[config.mk]
export PLATFORM = sky130hd
export DESIGN_NAME = vga_pattern_gen_flat
export DESIGN_NICKNAME = d
export VERILOG_FILES = /design/src/rtl/vga_pkg.sv /design/src/rtl/vga_pattern_gen_if.sv /design/src/rtl/vga_pos_tracker.sv /design/src/rtl/vga_pattern_gen.sv /design/src/flat_wrapper.sv
export SDC_FILE = /design/constraint.sdc
export NUM_CORES = 1
export LEC_CHECK = 0
export CORE_MARGIN = 2
export CORE_UTILIZATION = 58
export CTS_CLUSTER_DIAMETER = 30
export DETAILED_ROUTE_END_ITERATION = 7
export PLACE_DENSITY = 0.84
export SYNTH_ARGS = -nofsm -noshare
export SYNTH_HDL_FRONTEND = slang
export SYNTH_SLANG_ARGS = --single-unit
[constraint.sdc]
create_clock -name pixel_clk -period 2.63 [get_ports pixel_clk]
set_clock_uncertainty 0.15 [all_clocks]
set_input_delay 0.263 -clock pixel_clk [delete_from_list [all_inputs] [get_ports pixel_clk]]
set_output_delay 0.263 -clock pixel_clk [all_outputs]
set_load 0.01 [all_outputs]
[src/rtl/vga_pkg.sv]
// Shared VGA definitions: pattern mode encodings, colour-bar table and default
// active-area geometry (also used by vga_controller).
package vga_pkg;

    typedef enum logic [1:0] {
        MODE_BARS  = 2'd0,
        MODE_CHECK = 2'd1,
        MODE_GRAD  = 2'd2,
        MODE_SOLID = 2'd3
    } mode_t;

    localparam int HACTIVE_DEF = 640;
    localparam int VACTIVE_DEF = 480;

    // {R,G,B} on/off per bar index; index 0 (white) is the rightmost entry.
    localparam logic [7:0][2:0] BAR_RGB = {
        3'b000,  // 7 black
        3'b001,  // 6 blue
        3'b100,  // 5 red
        3'b101,  // 4 magenta
        3'b010,  // 3 green
        3'b011,  // 2 cyan
        3'b110,  // 1 yellow
        3'b111   // 0 white
    };

endpackage

[src/rtl/vga_pattern_gen_if.sv]
// Timing stream in / pixel stream out of the pattern generator.
interface vga_pattern_gen_if #(
    parameter int COLOR_W = 4
);
    logic                   hs_in;
    logic                   vs_in;
    logic                   de_in;
    logic [1:0]             mode;
    logic [3*COLOR_W-1:0]   solid_rgb;
    logic [COLOR_W-1:0]     VGA_R;
    logic [COLOR_W-1:0]     VGA_G;
    logic [COLOR_W-1:0]     VGA_B;
    logic                   VGA_HS;
    logic                   VGA_VS;
    logic                   de_out;

    modport master (
        output hs_in, vs_in, de_in, mode, solid_rgb,
        input  VGA_R, VGA_G, VGA_B, VGA_HS, VGA_VS, de_out
    );

    modport slave (
        input  hs_in, vs_in, de_in, mode, solid_rgb,
        output VGA_R, VGA_G, VGA_B, VGA_HS, VGA_VS, de_out
    );
endinterface

[src/rtl/vga_pos_tracker.sv]
// Recovers the active-pixel position, frame count and colour-bar index from
// the controller's sync/enable stream. Outputs describe the pixel now on de_in.
module vga_pos_tracker #(
    parameter int HACTIVE = 640,
    parameter int VACTIVE = 480,
    parameter int COLOR_W = 4,
    localparam int XW     = $clog2(HACTIVE),
    localparam int YW     = $clog2(VACTIVE)
) (
    input  logic               clk,
    input  logic               rst,
    input  logic               vs_in,
    input  logic               de_in,
    output logic [XW-1:0]      x,
    output logic [YW-1:0]      y,
    output logic [COLOR_W-1:0] frame_cnt,
    output logic [2:0]         bar_idx,
    output logic               vs_fall
);
    localparam int BAR_W = HACTIVE / 8;
    localparam int BW    = $clog2(BAR_W);

    logic               de_prev_reg, vs_prev_reg;
    logic [XW-1:0]      x_reg, x_next;
    logic [YW-1:0]      y_reg, y_next;
    logic [COLOR_W-1:0] frame_reg, frame_next;
    logic [2:0]         bar_idx_reg, bar_idx_next;
    logic [BW-1:0]      bar_sub_reg, bar_sub_next;
    logic               de_fall;

    assign de_fall = de_prev_reg & ~de_in;
    assign vs_fall = vs_prev_reg & ~vs_in;

    // Registers hold the values for the pixel being presented; next-values
    // prepare the following pixel.
    always_comb begin
        x_next       = de_in ? x_reg + 1'b1 : '0;
        y_next       = y_reg;
        frame_next   = frame_reg + COLOR_W'(vs_fall);
        bar_sub_next = '0;
        bar_idx_next = '0;
        if (!vs_in)
            y_next = '0;
        else if (de_fall && y_reg != YW'(VACTIVE - 1))
            y_next = y_reg + 1'b1;
        if (de_in) begin
            bar_idx_next = bar_idx_reg;
            if (bar_sub_reg == BW'(BAR_W - 1)) begin
                bar_sub_next = '0;
                if (bar_idx_reg != 3'd7)
                    bar_idx_next = bar_idx_reg + 3'd1;
            end else begin
                bar_sub_next = bar_sub_reg + 1'b1;
            end
        end
    end

    always_ff @(posedge clk or negedge rst) begin
        if (!rst) begin
            de_prev_reg <= 1'b0;
            vs_prev_reg <= 1'b0;
            x_reg       <= '0;
            y_reg       <= '0;
            frame_reg   <= '0;
            bar_idx_reg <= '0;
            bar_sub_reg <= '0;
        end else begin
            de_prev_reg <= de_in;
            vs_prev_reg <= vs_in;
            x_reg       <= x_next;
            y_reg       <= y_next;
            frame_reg   <= frame_next;
            bar_idx_reg <= bar_idx_next;
            bar_sub_reg <= bar_sub_next;
        end
    end

    assign x         = x_reg;
    assign y         = y_reg;
    assign frame_cnt = frame_reg;
    assign bar_idx   = bar_idx_reg;
endmodule

[src/rtl/vga_pattern_gen.sv]
// Test-pattern generator: per-frame mode latch, pattern mux and a single
// output register stage keeping RGB aligned with the delayed syncs.
module vga_pattern_gen
    import vga_pkg::*;
#(
    parameter int HACTIVE  = HACTIVE_DEF,
    parameter int VACTIVE  = VACTIVE_DEF,
    parameter int COLOR_W  = 4,
    parameter int CHK_LOG2 = 5
) (
    input  logic              pixel_clk,
    input  logic              rst,
    vga_pattern_gen_if.slave  bus
);
    localparam int XW = $clog2(HACTIVE);
    localparam int YW = $clog2(VACTIVE);

    logic [XW-1:0]        x;
    logic [YW-1:0]        y;
    logic [COLOR_W-1:0]   frame_cnt;
    logic [2:0]           bar_idx;
    logic                 vs_fall;
    logic [2:0]           bar_bits;
    mode_t                mode_reg;
    logic [3*COLOR_W-1:0] rgb_reg, rgb_next;
    logic                 hs_reg, vs_reg, de_reg;

    vga_pos_tracker #(
        .HACTIVE (HACTIVE),
        .VACTIVE (VACTIVE),
        .COLOR_W (COLOR_W)
    ) u_pos (
        .clk       (pixel_clk),
        .rst       (rst),
        .vs_in     (bus.vs_in),
        .de_in     (bus.de_in),
        .x         (x),
        .y         (y),
        .frame_cnt (frame_cnt),
        .bar_idx   (bar_idx),
        .vs_fall   (vs_fall)
    );

    assign bar_bits = BAR_RGB[bar_idx];

    always_comb begin
        rgb_next = '0;
        if (bus.de_in) begin
            case (mode_reg)
                MODE_BARS:  rgb_next = {{COLOR_W{bar_bits[2]}},
                                        {COLOR_W{bar_bits[1]}},
                                        {COLOR_W{bar_bits[0]}}};
                MODE_CHECK: rgb_next = (x[CHK_LOG2] ^ y[CHK_LOG2]) ? '0 : '1;
                MODE_GRAD:  rgb_next = {COLOR_W'(x >> (XW - COLOR_W)),
                                        COLOR_W'(y >> (YW - COLOR_W)),
                                        frame_cnt};
                MODE_SOLID: rgb_next = bus.solid_rgb;
                default:    rgb_next = '0;
            endcase
        end
    end

    // Mode only changes at the start of vertical sync so a frame is never split.
    always_ff @(posedge pixel_clk or negedge rst) begin
        if (!rst) begin
            mode_reg <= MODE_BARS;
            rgb_reg  <= '0;
            hs_reg   <= 1'b0;
            vs_reg   <= 1'b0;
            de_reg   <= 1'b0;
        end else begin
            if (vs_fall)
                mode_reg <= mode_t'(bus.mode);
            rgb_reg <= rgb_next;
            hs_reg  <= bus.hs_in;
            vs_reg  <= bus.vs_in;
            de_reg  <= bus.de_in;
        end
    end

    assign bus.VGA_R  = rgb_reg[3*COLOR_W-1:2*COLOR_W];
    assign bus.VGA_G  = rgb_reg[2*COLOR_W-1:COLOR_W];
    assign bus.VGA_B  = rgb_reg[COLOR_W-1:0];
    assign bus.VGA_HS = hs_reg;
    assign bus.VGA_VS = vs_reg;
    assign bus.de_out = de_reg;
endmodule
[src/flat_wrapper.sv]
// flat-port wrapper written by rule: the top's interface ports become plain ports
module vga_pattern_gen_flat import vga_pkg::*;
#(
    parameter int HACTIVE  = HACTIVE_DEF,
    parameter int VACTIVE  = VACTIVE_DEF,
    parameter int COLOR_W  = 4,
    parameter int CHK_LOG2 = 5
)
  (pixel_clk, rst, bus_hs_in, bus_vs_in, bus_de_in, bus_mode, bus_solid_rgb, bus_VGA_R, bus_VGA_G, bus_VGA_B, bus_VGA_HS, bus_VGA_VS, bus_de_out);
  vga_pattern_gen_if #(.COLOR_W(COLOR_W)) bus_i ();
  input  logic pixel_clk;
  input  logic rst;
  input wire logic [$bits(bus_i.hs_in)-1:0] bus_hs_in;
  input wire logic [$bits(bus_i.vs_in)-1:0] bus_vs_in;
  input wire logic [$bits(bus_i.de_in)-1:0] bus_de_in;
  input wire logic [$bits(bus_i.mode)-1:0] bus_mode;
  input wire logic [$bits(bus_i.solid_rgb)-1:0] bus_solid_rgb;
  output wire logic [$bits(bus_i.VGA_R)-1:0] bus_VGA_R;
  output wire logic [$bits(bus_i.VGA_G)-1:0] bus_VGA_G;
  output wire logic [$bits(bus_i.VGA_B)-1:0] bus_VGA_B;
  output wire logic [$bits(bus_i.VGA_HS)-1:0] bus_VGA_HS;
  output wire logic [$bits(bus_i.VGA_VS)-1:0] bus_VGA_VS;
  output wire logic [$bits(bus_i.de_out)-1:0] bus_de_out;
  assign bus_i.hs_in = bus_hs_in;
  assign bus_i.vs_in = bus_vs_in;
  assign bus_i.de_in = bus_de_in;
  assign bus_i.mode = bus_mode;
  assign bus_i.solid_rgb = bus_solid_rgb;
  assign bus_VGA_R = bus_i.VGA_R;
  assign bus_VGA_G = bus_i.VGA_G;
  assign bus_VGA_B = bus_i.VGA_B;
  assign bus_VGA_HS = bus_i.VGA_HS;
  assign bus_VGA_VS = bus_i.VGA_VS;
  assign bus_de_out = bus_i.de_out;
  vga_pattern_gen #(.HACTIVE(HACTIVE), .VACTIVE(VACTIVE), .COLOR_W(COLOR_W), .CHK_LOG2(CHK_LOG2)) u_core (.pixel_clk(pixel_clk), .rst(rst), .bus(bus_i));
endmodule
==> out/results.tsv, run 1 <==
metric	value	unit
GP Congestion	0.844	
Worst Tran Pin Value	601	ps
CTS tree	yes	
post-DR vias/cell	5.39	
Site Rows	23	
f_max	571	MHz
share of layout cells above drive strength 1	0.0728	
initial drt markers	77	
RSZ-0062 raised after global routing	no	
Ys Warns	0	
post-CTS resize count	0	
Setup TNS	0	ps
final hold vios	0	
GRT Util Overall	0.223	
Final Non-Filler Cells	311	
status	finished clean	
Synth area leader	dfrtp_1	
total gr overflow	0	
syn_area_per_cell	10.5	um2
final instance area	0.00282	mm2
drt wl/cell	14.2	um
Slew Limit Fails	0	
startpoint types	register	
starting density of the core	0.596	
max FFs per register	12	
via count	1675	
final setup violation count	0	
initial antenna violation count	0	
CTS buffer count	5	
CTS sink cnt	50	
Die Wd	67.7	um
Clock Tree Buf Depth	2	
postcts setup bufs	0	
vias in the first global route	1675	
Worst slew margin	0.596	
Worst Path Class, Setup	reg -> reg	
largest net degree at the start of global routing	27	
VDD IR-drop max	0.000421	V
Worst Path Max Fanout	5	
number of nets still failing antenna checks after routing	0	
Netlist Area Pre-Place	0.00235	mm2
WP data required	2670	ps
# IOs	34	
Pwr Density	569	mW/mm2
Filler cells	306	
# DRC	0	
Clock transition at path regs	80	ps
crit path capture type	register	
Root Driver	clkbuf_8	
Final WS setup	880	ps
final worst-path cycle share	0.665	
buffers added on ports	33	
pre-CTS WS	695	ps
CP arrival	1790	ps
deepest level of the CTS H-tree	2	
Cells after Synth	224	
die height	67.7	um
Final #Nets	287	
final wirelength	4.41	mm
full die area	0.00458	mm2
core outline area	0.00394	mm2
Synth top area share	0.532	
clock latency on the worst-skew pair	290	ps
diode count	0	
Synth Register Bits	50	
max-cap violation count	0	
net count after synthesis	250	
DP Cell Count	303	
First-pass DRT Iterations	4	
leakage	0.00130	uW
DP HPWL	3.16	mm
post-route minimum period	1750	ps
Placement Cell Area	0.00273	mm2
synth top area cells	dfrtp_1 (53%), a21oi_1 (8.3%), xnor2_1 (5.2%), and2_1 (4.5%), ha_1 (3.7%)	
area delta synth->final	20.0	%
register area share after synthesis	0.532	
Final Util	0.715	
first-pass GRT wire length	7.49	mm
Hold Crit Class	in -> async	
Synth cell types	36	
[layer usage]
metal,GRT usage,routed length [um],vias up
met1,0.274,1970,797
met2,0.382,2200,40
met4,0.0842,49,0
met5,0,0,-
met3,0.0483,196,5
li1,-,-,833
[path summary, 6_finish.rpt]
kind / start / cells past startpoint / endpoint / slack [ps]
max reg2reg: u_core.u_pos.bar_idx[0] / 5 / u_core.u_pos.bar_idx[0] / 880
min in group pixel_clk: bus_hs_in / 1 / u_core.bus.VGA_HS / 260
max in group asynchronous: rst / 3 / u_core.u_pos.x[1] / 1720
min: rst / 2 / u_core.rgb_reg[2] / 130
min reg2reg: u_core.u_pos.x[0] / 1 / u_core.u_pos.x[0] / 320
max: u_core.u_pos.bar_idx[0] / 5 / u_core.u_pos.bar_idx[0] / 880
[critical path: stages (launching register included)]
cell and delay, ps:
dfrtp_1 420, ha_1 210, ha_1 210, nor4_4 360, xor2_1 120, and2_1 180
[metrics by stage]
| stage | power, uW | hold WS, ps |
|---|---|---|
| after floorplan | 1060 | -183 |
| after global placement | 1190 | -96.4 |
| after detailed placement | 1210 | -97.2 |
| after CTS | 1620 | 127 |
| after global routing | 1700 | 120 |
| final | 1600 | 128 |
[cell type report]
class,instances,area [um2],area share
flip-flops and latches,50,1250,0.444
multi-input cells,152,1020,0.360
repair buffers,37,358,0.127
clock buffers,7,76.3,0.0271
well taps,50,62.6,0.0222
inverters,15,56.3,0.0200
[cells in the final DEF, fill, tap and decap left out, types with 7 or more instances in the layout]
master / netlist / layout
dfrtp_1: 50 / 50
a21oi_1: 39 / 39
clkdlybuf4s50_1: 0 / 32
and2_1: 17 / 17
inv_1: 15 / 15
xnor2_1: 14 / 14
nand2_1: 12 / 12
nand3_1: 10 / 10
o21ai_0: 7 / 7
ha_1: 7 / 7
[cells in the mapped netlist]
master      n
dfrtp_1    50
a21oi_1    39
and2_1     17
inv_1      15
xnor2_1    14
nand2_1    12
nand3_1    10
ha_1        7
o21ai_0     7
clkbuf_1    6
nor2_1      6
xor2_1      6
and3_1      5
nand4_1     3
and3b_1     2
and4_1      2
mux2_2      2
nand2b_1    2
nor2b_1     2
a21boi_1    1
a31o_2      1
a31oi_1     1
and4b_1     1
buf_2       1
nand2_2     1
nand3_2     1
nand3b_1    1
nand4b_4    1
nor2_2      1
nor2b_4     1
nor4_4      1
o2111ai_1   1
o31ai_1     1
o31ai_2     1
or3_1       1
or4b_1      1
[power by group]
group	internal, uW	switching, uW	total, uW
sequential	844	61.9	906
combinational	151	135	286
clock	183	229	412
[cells by family after synthesis]
kind of cell    after synthesis  synth area share
fa+ha+maj                     7            0.0373
flops                        50             0.532
mux                           2           0.00958
buf+inv                      22            0.0357
compound gates               52             0.120
simple gates                 71             0.191
xor+xnor                     20            0.0745
[timing repair]
item / CTS / global route
endpoints found under the setup margin: 0 / 0
endpoints found under the hold margin: 50 / 0
hold buffers: 1 / 0
Power figures use the tool's default switching activity.
==> inputs of run 2 (changes only) <==
--- a/config.mk
+++ b/config.mk
@@ -6,10 +6,10 @@
 export NUM_CORES = 1
 export LEC_CHECK = 0
 export CORE_MARGIN = 2
-export CORE_UTILIZATION = 58
+export CORE_UTILIZATION = 54
 export CTS_CLUSTER_DIAMETER = 30
 export DETAILED_ROUTE_END_ITERATION = 7
-export PLACE_DENSITY = 0.84
+export PLACE_DENSITY = 0.79
 export SYNTH_ARGS = -nofsm -noshare
 export SYNTH_HDL_FRONTEND = slang
 export SYNTH_SLANG_ARGS = --single-unit
==> constraint.sdc (replaced) <==
create_clock -name pixel_clk -period 1.8 [get_ports pixel_clk]
set_clock_uncertainty 0.15 [all_clocks]
set_input_delay 0.18 -clock pixel_clk [delete_from_list [all_inputs] [get_ports pixel_clk]]
set_output_delay 0.18 -clock pixel_clk [all_outputs]
set_load 0.01 [all_outputs]
==> out/results.tsv, run 2 (synthesis gave the netlist of run 1 again) <==
metric	value	unit	change
DP HPWL	3.18	mm	+0.72%
leakage	0.00135	uW	+3.6%
drt wl/cell	13.9	um	-1.8%
diode count	0		unchanged
Final Util	0.712		-0.00314
area delta synth->final	23.8	%	
postcts setup bufs	0		unchanged
startpoint types	register		
Root Driver	clkbuf_8		
max FFs per register	12		unchanged
largest net degree at the start of global routing	30		+11%
VDD IR-drop max	0.000504	V	+20%
crit path capture type	register		
CTS sink cnt	50		unchanged
deepest level of the CTS H-tree	2		unchanged
most frequent cells in the layout	dfrtp_1 (50), a21oi_1 (39), clkdlybuf4s50_1 (32)		
GRT Util Overall	0.204		-0.0192
Final #Nets	294		+2.4%
total gr overflow	0		unchanged
Slew Limit Fails	0		unchanged
Hold Crit Class	in -> async		
Filler cells	310		+1.3%
CTS tree	yes		
GP Congestion	0.785		-7.0%
final wirelength	4.45	mm	+0.75%
Site Rows	23		unchanged
final hold vios	0		unchanged
status	finished clean		
first-pass GRT wire length	8.01	mm	+7.0%
post-route minimum period	1660	ps	-89.7 ps
WP data required	1880	ps	-790 ps
clock latency on the worst-skew pair	310	ps	+20 ps
Worst Path Class, Setup	reg -> reg		
Worst slew margin	0.700		+0.104
# DRC	0		unchanged
post-CTS resize count	0		unchanged
final setup violation count	0		unchanged
Clock transition at path regs	90	ps	about the same
Clock Tree Buf Depth	2		unchanged
First-pass DRT Iterations	4		unchanged
Worst Path Max Fanout	4		-1
# IOs	34		unchanged
Setup TNS	0	ps	unchanged
Die Wd	70.0	um	+3.4%
full die area	0.00490	mm2	+7.0%
CTS buffer count	5		unchanged
via count	1713		+2.3%
buffers added on ports	33		unchanged
Pwr Density	876	mW/mm2	+54%
CP arrival	1750	ps	-40 ps
die height	70.0	um	+3.4%
initial antenna violation count	0		unchanged
starting density of the core	0.575		-0.0210
final worst-path cycle share	0.922		+0.257
initial drt markers	92		+19%
RSZ-0062 raised after global routing	no		
Reg2Reg Depth	5		unchanged
share of layout cells above drive strength 1	0.108		+0.0350
vias in the first global route	1781		+6.3%
number of nets still failing antenna checks after routing	0		unchanged
core outline area	0.00409	mm2	+3.6%
post-DR vias/cell	5.37		-0.30%
f_max	602	MHz	+5.4%
most common cell after layout, fill and taps aside	dfrtp_1		
Worst Tran Pin Value	448	ps	-153 ps
max-cap violation count	0		unchanged
[run 2: changes by cell type in the layout (fill, tap and decap cells not counted)]
cell,previous run,this run
bufinv_16,0,1
clkbuf_1,2,0
clkinvlp_4,0,2
buf_4,3,10
[run 2: area by class of cell]
class / instances / area [um2] / share of cell area
clock buffer: 5 / 68.8 / 0.0236
clock inverter: 3 / 45.0 / 0.0155
inverter: 15 / 56.3 / 0.0193
sequential: 50 / 1250 / 0.430
multi-input combinational: 152 / 1020 / 0.349
tap: 50 / 62.6 / 0.0215
timing repair buffer: 44 / 410 / 0.141
[run 2: worst paths after layout]
| kind | endpoint | from | slack [ps] |
|---|---|---|---|
| min in group pixel_clk | u_core.bus.VGA_HS | bus_hs_in | 160 |
| max in group asynchronous | u_core.u_pos.bar_sub_reg[0] | rst | 910 |
| hold / removal | u_core.u_pos.frame_cnt[3] | rst | 40 |
| hold reg to reg | u_core.u_pos.bar_sub_reg[0] | u_core.u_pos.bar_sub_reg[0] | 310 |
| setup / recovery | u_core.u_pos.y[5] | u_core.u_pos.y[0] | 140 |
| setup reg to reg | u_core.u_pos.y[5] | u_core.u_pos.y[0] | 140 |
[run 2: power breakdown]
group	switching [uW]	internal (uW)
registers	69.1	1230
clock network	381	413
logic	219	233
[run 2: per-layer routing]
metal,wire [um],global-route usage,share of wire
met1,2060,0.265,0.46
met2,2090,0.335,0.47
met3,225,0.0447,0.051
met4,69,0.0726,0.016
met5,0,0,0
[run 2: timing repair]
| item | CTS | global route |
|---|---|---|
| hold buffers | 1 | 0 |
| endpoints found under the hold margin | 50 | 0 |
| endpoints found under the setup margin | 0 | 1 |
[run 2: through the flow]
stage          total power (uW)  area [um2]  worst slack (ps)  instances  hold slack, ps
3_3_place_gp               1760        2790              94.1        310            -170
4_1_cts                    2570        2910              84.0        319            46.2
3_5_place_dp               1780        2790              70.5        310            -166
5_1_grt                    2680        2910              68.0        319            49.8
6_report                   2550        2910               140        319            44.9
2_1_floorplan              1550        2350               177        224            -266
[run 2: critical path: stages (launching register included)]
cell and delay, ps:
dfrtp_1 420, ha_1 250, inv_1 100, nor2_2 40
or4b_1 500, a21boi_1 130
